**src/rtl/vx_wb_arbiter.sv**
```systemverilog
// vx_wb_arbiter
//   Merges the ALU/branch result stream and the memory (load response) stream
//   into one registered writeback bundle. Load responses are buffered in a
//   DEPTH-entry FIFO. The ALU producer is stalled whenever it requests but
//   does not win. The arbiter picks one winner per cycle, and the winner
//   loads the output register.
//
//   Handshakes:
//     ALU side: a request is alu_valid && alu_wb != WB_NO. It is consumed on a
//               rising edge where alu_stall is low. While alu_stall is high,
//               the producer holds every alu_* input stable. A valid input
//               with WB_NO is consumed at once and never stalls.
//     MEM side: a response is accepted on a rising edge where mem_valid and
//               mem_ready are both high and mem_wb != WB_NO. mem_ready is
//               taken from the registered count only; a pop in the same
//               cycle does not make room early.
//
//   Ports:
//     clk, reset          single clock, synchronous active-high reset
//     alu_*               ALU result bundle in, alu_stall out
//     mem_*               load response bundle in, mem_ready out
//     out_*               registered writeback bundle. out_valid is the thread
//                         mask. The losing result bus is zero. A bubble has
//                         out_wb == WB_NO and all other fields zero.
//     dbg_count_o         FIFO occupancy (debug)
//     dbg_last_grant_o    last winner, 0 = ALU, 1 = MEM (debug)
module vx_wb_arbiter #(
  parameter  int NT    = 4,
  parameter  int NW    = 8,
  parameter  int DEPTH = 4,
  localparam int NW_W  = $clog2(NW),
  localparam int CNT_W = $clog2(DEPTH) + 1
) (
  input  logic              clk,
  input  logic              reset,
  // ALU pipe
  input  logic              alu_valid,
  input  logic [NT*32-1:0]  alu_result,
  input  logic [4:0]        alu_rd,
  input  logic [1:0]        alu_wb,
  input  logic [31:0]       alu_PC_next,
  input  logic [NT-1:0]     alu_thread_mask,
  input  logic [NW_W-1:0]   alu_warp_num,
  output logic              alu_stall,
  // memory pipe
  input  logic              mem_valid,
  input  logic [NT*32-1:0]  mem_result,
  input  logic [4:0]        mem_rd,
  input  logic [1:0]        mem_wb,
  input  logic [31:0]       mem_PC_next,
  input  logic [NT-1:0]     mem_thread_mask,
  input  logic [NW_W-1:0]   mem_warp_num,
  output logic              mem_ready,
  // writeback bundle
  output logic [NT*32-1:0]  out_alu_result,
  output logic [NT*32-1:0]  out_mem_result,
  output logic [4:0]        out_rd,
  output logic [1:0]        out_wb,
  output logic [31:0]       out_PC_next,
  output logic [NT-1:0]     out_valid,
  output logic [NW_W-1:0]   out_warp_num,
  // debug
  output logic [CNT_W-1:0]  dbg_count_o,
  output logic              dbg_last_grant_o
);

  localparam logic [1:0] WB_NO = 2'd0;

  localparam int PTR_W = $clog2(DEPTH);
  localparam logic [CNT_W-1:0] FULL_CNT = CNT_W'(DEPTH);
  localparam logic [CNT_W-1:0] HI_CNT   = CNT_W'(DEPTH - 1);

  typedef struct packed {
    logic [NT*32-1:0] result;
    logic [4:0]       rd;
    logic [1:0]       wb;
    logic [31:0]      pc_next;
    logic [NT-1:0]    mask;
    logic [NW_W-1:0]  warp;
  } entry_t;

  // FIFO storage has no reset; the pointers and count alone define validity.
  entry_t             fifo_q [DEPTH];
  logic [PTR_W-1:0]   rd_ptr_q, rd_ptr_d;
  logic [PTR_W-1:0]   wr_ptr_q, wr_ptr_d;
  logic [CNT_W-1:0]   count_q, count_d;
  logic               last_grant_q, last_grant_d;

  logic [NT*32-1:0]   out_alu_result_q, out_alu_result_d;
  logic [NT*32-1:0]   out_mem_result_q, out_mem_result_d;
  logic [4:0]         out_rd_q, out_rd_d;
  logic [1:0]         out_wb_q, out_wb_d;
  logic [31:0]        out_pc_q, out_pc_d;
  logic [NT-1:0]      out_mask_q, out_mask_d;
  logic [NW_W-1:0]    out_warp_q, out_warp_d;

  logic   alu_req, fifo_ne, pressure, push, pop;
  logic   grant_alu, grant_mem;
  entry_t head, push_entry;

  assign alu_req  = alu_valid && (alu_wb != WB_NO);
  assign fifo_ne  = (count_q != '0);
  // The pressure rule pops whenever count >= DEPTH-1. With at most one push
  // per cycle, occupancy therefore stays at DEPTH-1 in normal operation.
  // mem_ready still guards the full case so the producer contract holds.
  assign pressure = fifo_ne && (count_q >= HI_CNT);
  assign mem_ready = (count_q != FULL_CNT);
  assign push     = mem_valid && mem_ready && (mem_wb != WB_NO);
  assign head     = fifo_q[rd_ptr_q];

  assign push_entry = '{result: mem_result, rd: mem_rd, wb: mem_wb,
                        pc_next: mem_PC_next, mask: mem_thread_mask,
                        warp: mem_warp_num};

  // Arbitration. When both sources contend below the pressure threshold,
  // the source that did not win last time goes first.
  always_comb begin
    grant_alu = 1'b0;
    grant_mem = 1'b0;
    if (pressure) begin
      grant_mem = 1'b1;
    end else if (alu_req && fifo_ne) begin
      if (last_grant_q) grant_alu = 1'b1;
      else              grant_mem = 1'b1;
    end else if (alu_req) begin
      grant_alu = 1'b1;
    end else if (fifo_ne) begin
      grant_mem = 1'b1;
    end
  end

  assign pop       = grant_mem;
  assign alu_stall = alu_req && !grant_alu;

  // FIFO bookkeeping. DEPTH is a power of two, so the pointers wrap naturally.
  always_comb begin
    wr_ptr_d = push ? wr_ptr_q + PTR_W'(1) : wr_ptr_q;
    rd_ptr_d = pop  ? rd_ptr_q + PTR_W'(1) : rd_ptr_q;
    case ({push, pop})
      2'b10:   count_d = count_q + CNT_W'(1);
      2'b01:   count_d = count_q - CNT_W'(1);
      default: count_d = count_q;
    endcase
    last_grant_d = (grant_alu || grant_mem) ? grant_mem : last_grant_q;
  end

  // Next output bundle. A bubble leaves everything zero, so out_wb = WB_NO.
  always_comb begin
    out_alu_result_d = '0;
    out_mem_result_d = '0;
    out_rd_d         = '0;
    out_wb_d         = WB_NO;
    out_pc_d         = '0;
    out_mask_d       = '0;
    out_warp_d       = '0;
    if (grant_alu) begin
      out_alu_result_d = alu_result;
      out_rd_d         = alu_rd;
      out_wb_d         = alu_wb;
      out_pc_d         = alu_PC_next;
      out_mask_d       = alu_thread_mask;
      out_warp_d       = alu_warp_num;
    end else if (grant_mem) begin
      out_mem_result_d = head.result;
      out_rd_d         = head.rd;
      out_wb_d         = head.wb;
      out_pc_d         = head.pc_next;
      out_mask_d       = head.mask;
      out_warp_d       = head.warp;
    end
  end

  always_ff @(posedge clk) begin
    if (push) fifo_q[wr_ptr_q] <= push_entry;
  end

  always_ff @(posedge clk) begin
    if (reset) begin
      rd_ptr_q         <= '0;
      wr_ptr_q         <= '0;
      count_q          <= '0;
      last_grant_q     <= 1'b0;
      out_alu_result_q <= '0;
      out_mem_result_q <= '0;
      out_rd_q         <= '0;
      out_wb_q         <= WB_NO;
      out_pc_q         <= '0;
      out_mask_q       <= '0;
      out_warp_q       <= '0;
    end else begin
      rd_ptr_q         <= rd_ptr_d;
      wr_ptr_q         <= wr_ptr_d;
      count_q          <= count_d;
      last_grant_q     <= last_grant_d;
      out_alu_result_q <= out_alu_result_d;
      out_mem_result_q <= out_mem_result_d;
      out_rd_q         <= out_rd_d;
      out_wb_q         <= out_wb_d;
      out_pc_q         <= out_pc_d;
      out_mask_q       <= out_mask_d;
      out_warp_q       <= out_warp_d;
    end
  end

  assign out_alu_result   = out_alu_result_q;
  assign out_mem_result   = out_mem_result_q;
  assign out_rd           = out_rd_q;
  assign out_wb           = out_wb_q;
  assign out_PC_next      = out_pc_q;
  assign out_valid        = out_mask_q;
  assign out_warp_num     = out_warp_q;
  assign dbg_count_o      = count_q;
  assign dbg_last_grant_o = last_grant_q;

endmodule

```
**config.mk**
```make
export PLATFORM = sky130hd
export DESIGN_NAME = vx_wb_arbiter
export DESIGN_NICKNAME = d
export VERILOG_FILES = /design/src/rtl/vx_wb_arbiter.sv
export SDC_FILE = /design/constraint.sdc
export NUM_CORES = 1
export LEC_CHECK = 0
export ABC_CLOCK_PERIOD_IN_PS = 6300
export BUFFER_PORTS_ARGS = -buffer_cell sky130_fd_sc_hd__buf_2
export CAP_MARGIN = 25
export CORE_AREA = 4 4 254 256
export DETAILED_ROUTE_END_ITERATION = 6
export DIE_AREA = 0 0 258 260
export PLACE_DENSITY = 0.76
export SLEW_MARGIN = 20
export SYNTH_ARGS = -nofsm -noshare
export SYNTH_HDL_FRONTEND = slang
export SYNTH_SLANG_ARGS = --single-unit
```
**constraint.sdc**
```tcl
create_clock -name clk -period 6.3 [get_ports clk]
set_input_delay 0.315 -clock clk [delete_from_list [all_inputs] [get_ports clk]]
set_output_delay 0.315 -clock clk [all_outputs]
set_load 0.01 [all_outputs]
```
; Yosys cells after proc, flatten, opt, wreduce, memory -nomap -nowiden
; Memory sizes are Yosys's and may differ from the RTL's. A register that Yosys moved wholly into a read port is not among the register bits.
; Index checks and enable logic that the tools add are counted.
[totals]
register_bits = 310
elab_cells = 60
output_inout_bits = 308
in_bits = 352
mem_bits_rw = 696
mem_count = 1
[mem_list]
columns = memory, words, word_bits, rd, rd_clocked_by_memory_dff, write_ports, line
row1 = fifo_q, 4, 174, 1, 1, 1, 83  ; entry_t fifo_q [DEPTH];
[classes]
n_addsub = 4
reduce_logical = 14
n_eq_ne = 3
mux = 24
bitwise_logic = 2
n_lt_le_gt_ge = 1
[op_table]
columns = cell, n
row1 = $mux 32, 2
row2 = $mux 1, 11
row3 = $mux 5, 2
row4 = $mux 2, 4
row5 = $mux 4, 2
row6 = $logic_and 1x1->1, 6
row7 = $mux 3, 2
row8 = $pmux 3 s2, 1
row9 = $reduce_bool 2->1, 3
row10 = $add 2x1->2 const B, 2
row11 = $add 3x1->3 const B, 1
row12 = $ge 3x2->1 const B, 1
row13 = $ne 3x3->1 const B, 1
row14 = $reduce_bool 3->1, 1
row15 = $reduce_or 3->1, 1
row16 = $sub 3x1->3 const B, 1
row17 = $eq 2x1->1 const B, 1
row18 = $eq 2x2->1 const B, 1
row19 = $not 1->1, 2
row20 = $reduce_or 2->1, 1
row21 = $logic_not 1->1, 1
row22 = $logic_or 1x1->1, 1

; Longest topological paths before layout
[depth]
ltp_word = 7
depth_mapped = 9
ltp_nobuf = 9

; Worst setup path before layout
; OpenSTA, ideal clock, no wires.
[synth_path]
kind = register to register
from = register count_q[0], in the netlist dbg_count_o[0]
to = memory fifo_q[1][0] (netlist name), enable pin
period_less_slack_ns = 5.526
arrival_ns = 4.971
path_slack_ns = 0.774
required_time_ns = 5.745
path_buffers = 0
setup_time_ns = 0.555
stages_incl_launch_ff = 4
path_cell_list = dfxtp_1 nor2_1 a21oi_1 and2_1
[synth_between]
elab_chain_len = 5
[synth_lines]
columns = element, line
row1 = start: declaration, 86  ; logic [CNT_W-1:0] count_q, count_d;
row2 = start signal: assignment, 193  ; count_q <= count_d;
row3 = $ne 3x3->1, 107  ; assign mem_ready = (count_q != FULL_CNT);
row4 = $logic_and 1x1->1 (2 in a row), 108  ; assign push = mem_valid && mem_ready && (mem_wb != WB_NO);
row5 = $mux 1, 174  ; if (push) fifo_q[wr_ptr_q] <= push_entry;
row6 = $mux 1 (implied by the code), 174
row7 = end: declaration, 83
; Every way passes these cells.

; Worst setup path after layout
[layout_path]
from = register count_q[0], in the netlist dbg_count_o[0]
to = memory fifo_q[3][36] (netlist name), enable pin
; The elaborated chain is that of the path after synthesis.

==> reports/results.ini <==
[detailed_routing]
wl_per_cell_um = 25.9
drc_errors = 0
postRouteAntennaNets = 0
wirelength_um = 94300
drt_iter0_drc = 1444
drt_pass1_iterations = 5
vias = 19800
via_per_inst = 5.44

[sta]
hold_violations = 0
finalSetupTns_ns = 0
report.final.slew_viol_count = 0
fmax_mhz = 317
worstMarginPinSlew_ns = 1.05
finClkSkew_ns = 0.0539
timing.final.crit_period_ns = 3.15
setup_violations = 0
rsz0062_at_grt = false
slew_headroom_pct = 29.8
post-route-period-util_pct = 50.0

[yosys]
ys_warn_count = 0
synthesis.area_mm2 = 0.0339
syn-num-nets = 2024
synth_xor_area_share_pct = 0.103
netlist_instances = 1666
synth_top_family_by_area = multiplexers
synth.area.top_cells = edfxtp_1 62%, dfxtp_1 18%, mux4_2 12%
synth_top_cell_by_area = edfxtp_1
ys_seq_elements = 1008
synthMuxAreaShare_pct = 11.6
synth_cell_types = 30
synthAdderAreaFrac_pct = 0.243
yosysTopAreaCellShare_pct = 61.6
synth.avg_cell_area_um2 = 20.4
synth_compound_area_share_pct = 1.28
synthSimpleGateAreaFrac_pct = 5.53
synth.yosys.seq_area_share_pct = 80.0

[grt]
antenna_found_initial = 20
grt_pass1_wl_um = 138000
grt_max_degree = 129
grt_pass1_vias = 21100
grtUsageTotal_pct = 27.7
overflow = 0

[layout]
final_common_cell = edfxtp_1
drive_gt1_share_pct = 36.4
final_cell_mix = 696 x edfxtp_1, 659 x buf_2, 344 x dlygate4sd3_1
nets = 3060
stdcell_area_mm2 = 0.0449
area_growth_syn_to_layout_pct = 32.3
num-fill-cells = 3540

[floorplan]
initial_core_util_pct = 54.3
die_h_um = 260
rows = 92
pin_count = 660
die_area_mm2 = 0.0671
coreArea_mm2 = 0.0625
die_width_um = 258

[placed_design]
place.gp.congestion = 1.01
io_buffers = 659
dp_hpwl_um = 56200
placed_area_mm2 = 0.0381

[setup_path]
crit_required_ns = 6.56
slowest_delay_ns = 0.81
crit_chain = nor2_1 > a21oi_1 > and2_4 > buf_4
worstSetupStartpointType = register
end_kind = register
arrival_ns = 3.41
worstSetupPathType = register to register
slowest_stage = buf_4
critPathMaxFanout = 61

[job]
drv_cap = 0

[clock_network]
post_cts_resized = 0
path_clk_slew_ns = 0.06
insertion_delay_ns = 0.66
cts_buffers = 96
cts_root_buf = clkbuf_16
cts_tree = yes
clock-sinks = 1008
htree_levels = 3
postCtsSetupBuffers = 0
clk_path_buf_depth = 3

[status]
status = finished clean

[pwr]
power.leakage_nw = 17.0
power_density_mw_per_mm2 = 394
peakVddDrop_v = 0.000362

[hold_path]
hold_class = primary input to register

-- cells by family (layout without fill, tap and decap cells) --
logic type	Yosys count	count (layout)
AND/OR/NAND/NOR	323	323
flip-flops	1008	1008
buffers and inverters	91	1210
adder cells (fa/ha/maj)	6	6
AO/OA/AOI/OAI	59	59
XOR/XNOR	4	4
other	0	12
multiplexers	175	175
-- sequential cells by signal, indices dropped and copies added, names as in the netlist, named ones only --
name,count
fifo_q,696
out_alu_result,128
out_mem_result,128
out_PC_next,32
out_rd,5
out_valid,4
dbg_count_o,3
out_warp_num,3
out_wb,2
rd_ptr_q,2
wr_ptr_q,2
dbg_last_grant_o,1
-- report_power, final --
part	internal (W)	leakage, nW	switching, W
sequential	0.00779	8.90	0.000332
combinational	0.00175	6.45	0.00195
clock	0.00342	1.61	0.00247
total	0.0130	17.0	0.00475
-- layout make-up --
class                           count  area [um^2]  area share (%)
Sequential cell                  1008        27200            60.5
Timing Repair Buffer             1021         6970            15.5
Multi-Input combinational cell    567         6390            14.2
Clock buffer                      132         2680            5.96
Tap cell                          846         1060            2.36
Clock inverter                     49          592            1.32
Inverter                            8         30.0          0.0669
Antenna cell                       12         30.0          0.0669
-- layer usage --
metal | vias to the layer above | routed length [um] | track usage (%)
met3 | 259 | 7940 | 7.33
met4 | 12 | 6360 | 16.6
met1 | 10100 | 32200 | 32.4
li1 | 8457 | - | -
met2 | 995 | 47700 | 46.6
met5 | - | 86 | 0
-- final timing paths --
kind	slack (ns)	from	depth (start not counted)	end
worst max-delay path	3.15	dbg_count_o[0]$_SDFFE_PP0P_	4	fifo_q[3][36]$_DFFE_PP_
worst min-delay path	0.05	alu_thread_mask[0]	3	out_valid[0]$_SDFF_PP0_
worst max register to register	3.15	dbg_count_o[0]$_SDFFE_PP0P_	4	fifo_q[3][36]$_DFFE_PP_
worst min register to register	0.53	rd_ptr_q[1]$_SDFFE_PP0P_	3	register
-- Yosys cell counts (all sizes together) --
| library cell | n |
|---|---|
| edfxtp | 696 |
| dfxtp | 312 |
| mux4 | 174 |
| and2 | 133 |
| nor2b | 129 |
| nor2 | 55 |
| buf | 47 |
| a22oi | 46 |
| clkbuf | 36 |
| inv | 8 |
| a21oi | 5 |
| ha | 5 |
| o21ai | 3 |
| nand2 | 2 |
| xnor2 | 2 |
| xor2 | 2 |
| a21boi | 1 |
| a21o | 1 |
| a41oi | 1 |
| fa | 1 |
| mux2i | 1 |
| nand2b | 1 |
| nand3 | 1 |
| nor3 | 1 |
| o211a | 1 |
| o21a | 1 |
| or3 | 1 |
-- timing repair --
action	in CTS	in global routing
hold buffers	344	0
setup endpoints to repair	0	0
hold endpoints to repair	866	0
-- worst max-delay path: cells and delay by family (launching register included) --
family          cells  cell delay (ns)
compound gates      1             0.64
buf+inv             1             0.81
flops               1             0.47
simple gates        2             0.73
-- stage by stage --
stage / util, % / instances / power (W) / setup slack, ns / hold slack [ns]
floorplan: - / 1666 / 0.0105 / 0.774 / 0.414
global placement: 61.0 / 3105 / 0.0116 / 3.21 / 0.493
detailed placement: 61.0 / 3105 / 0.0117 / 3.13 / 0.519
CTS: 71.8 / 3630 / 0.0177 / 3.20 / 0.00714
global route: 71.8 / 3642 / 0.0184 / 2.97 / 0.0478
finish: 71.8 / 3643 / 0.0177 / 3.15 / 0.0529
(Power assumes the default switching activity.)
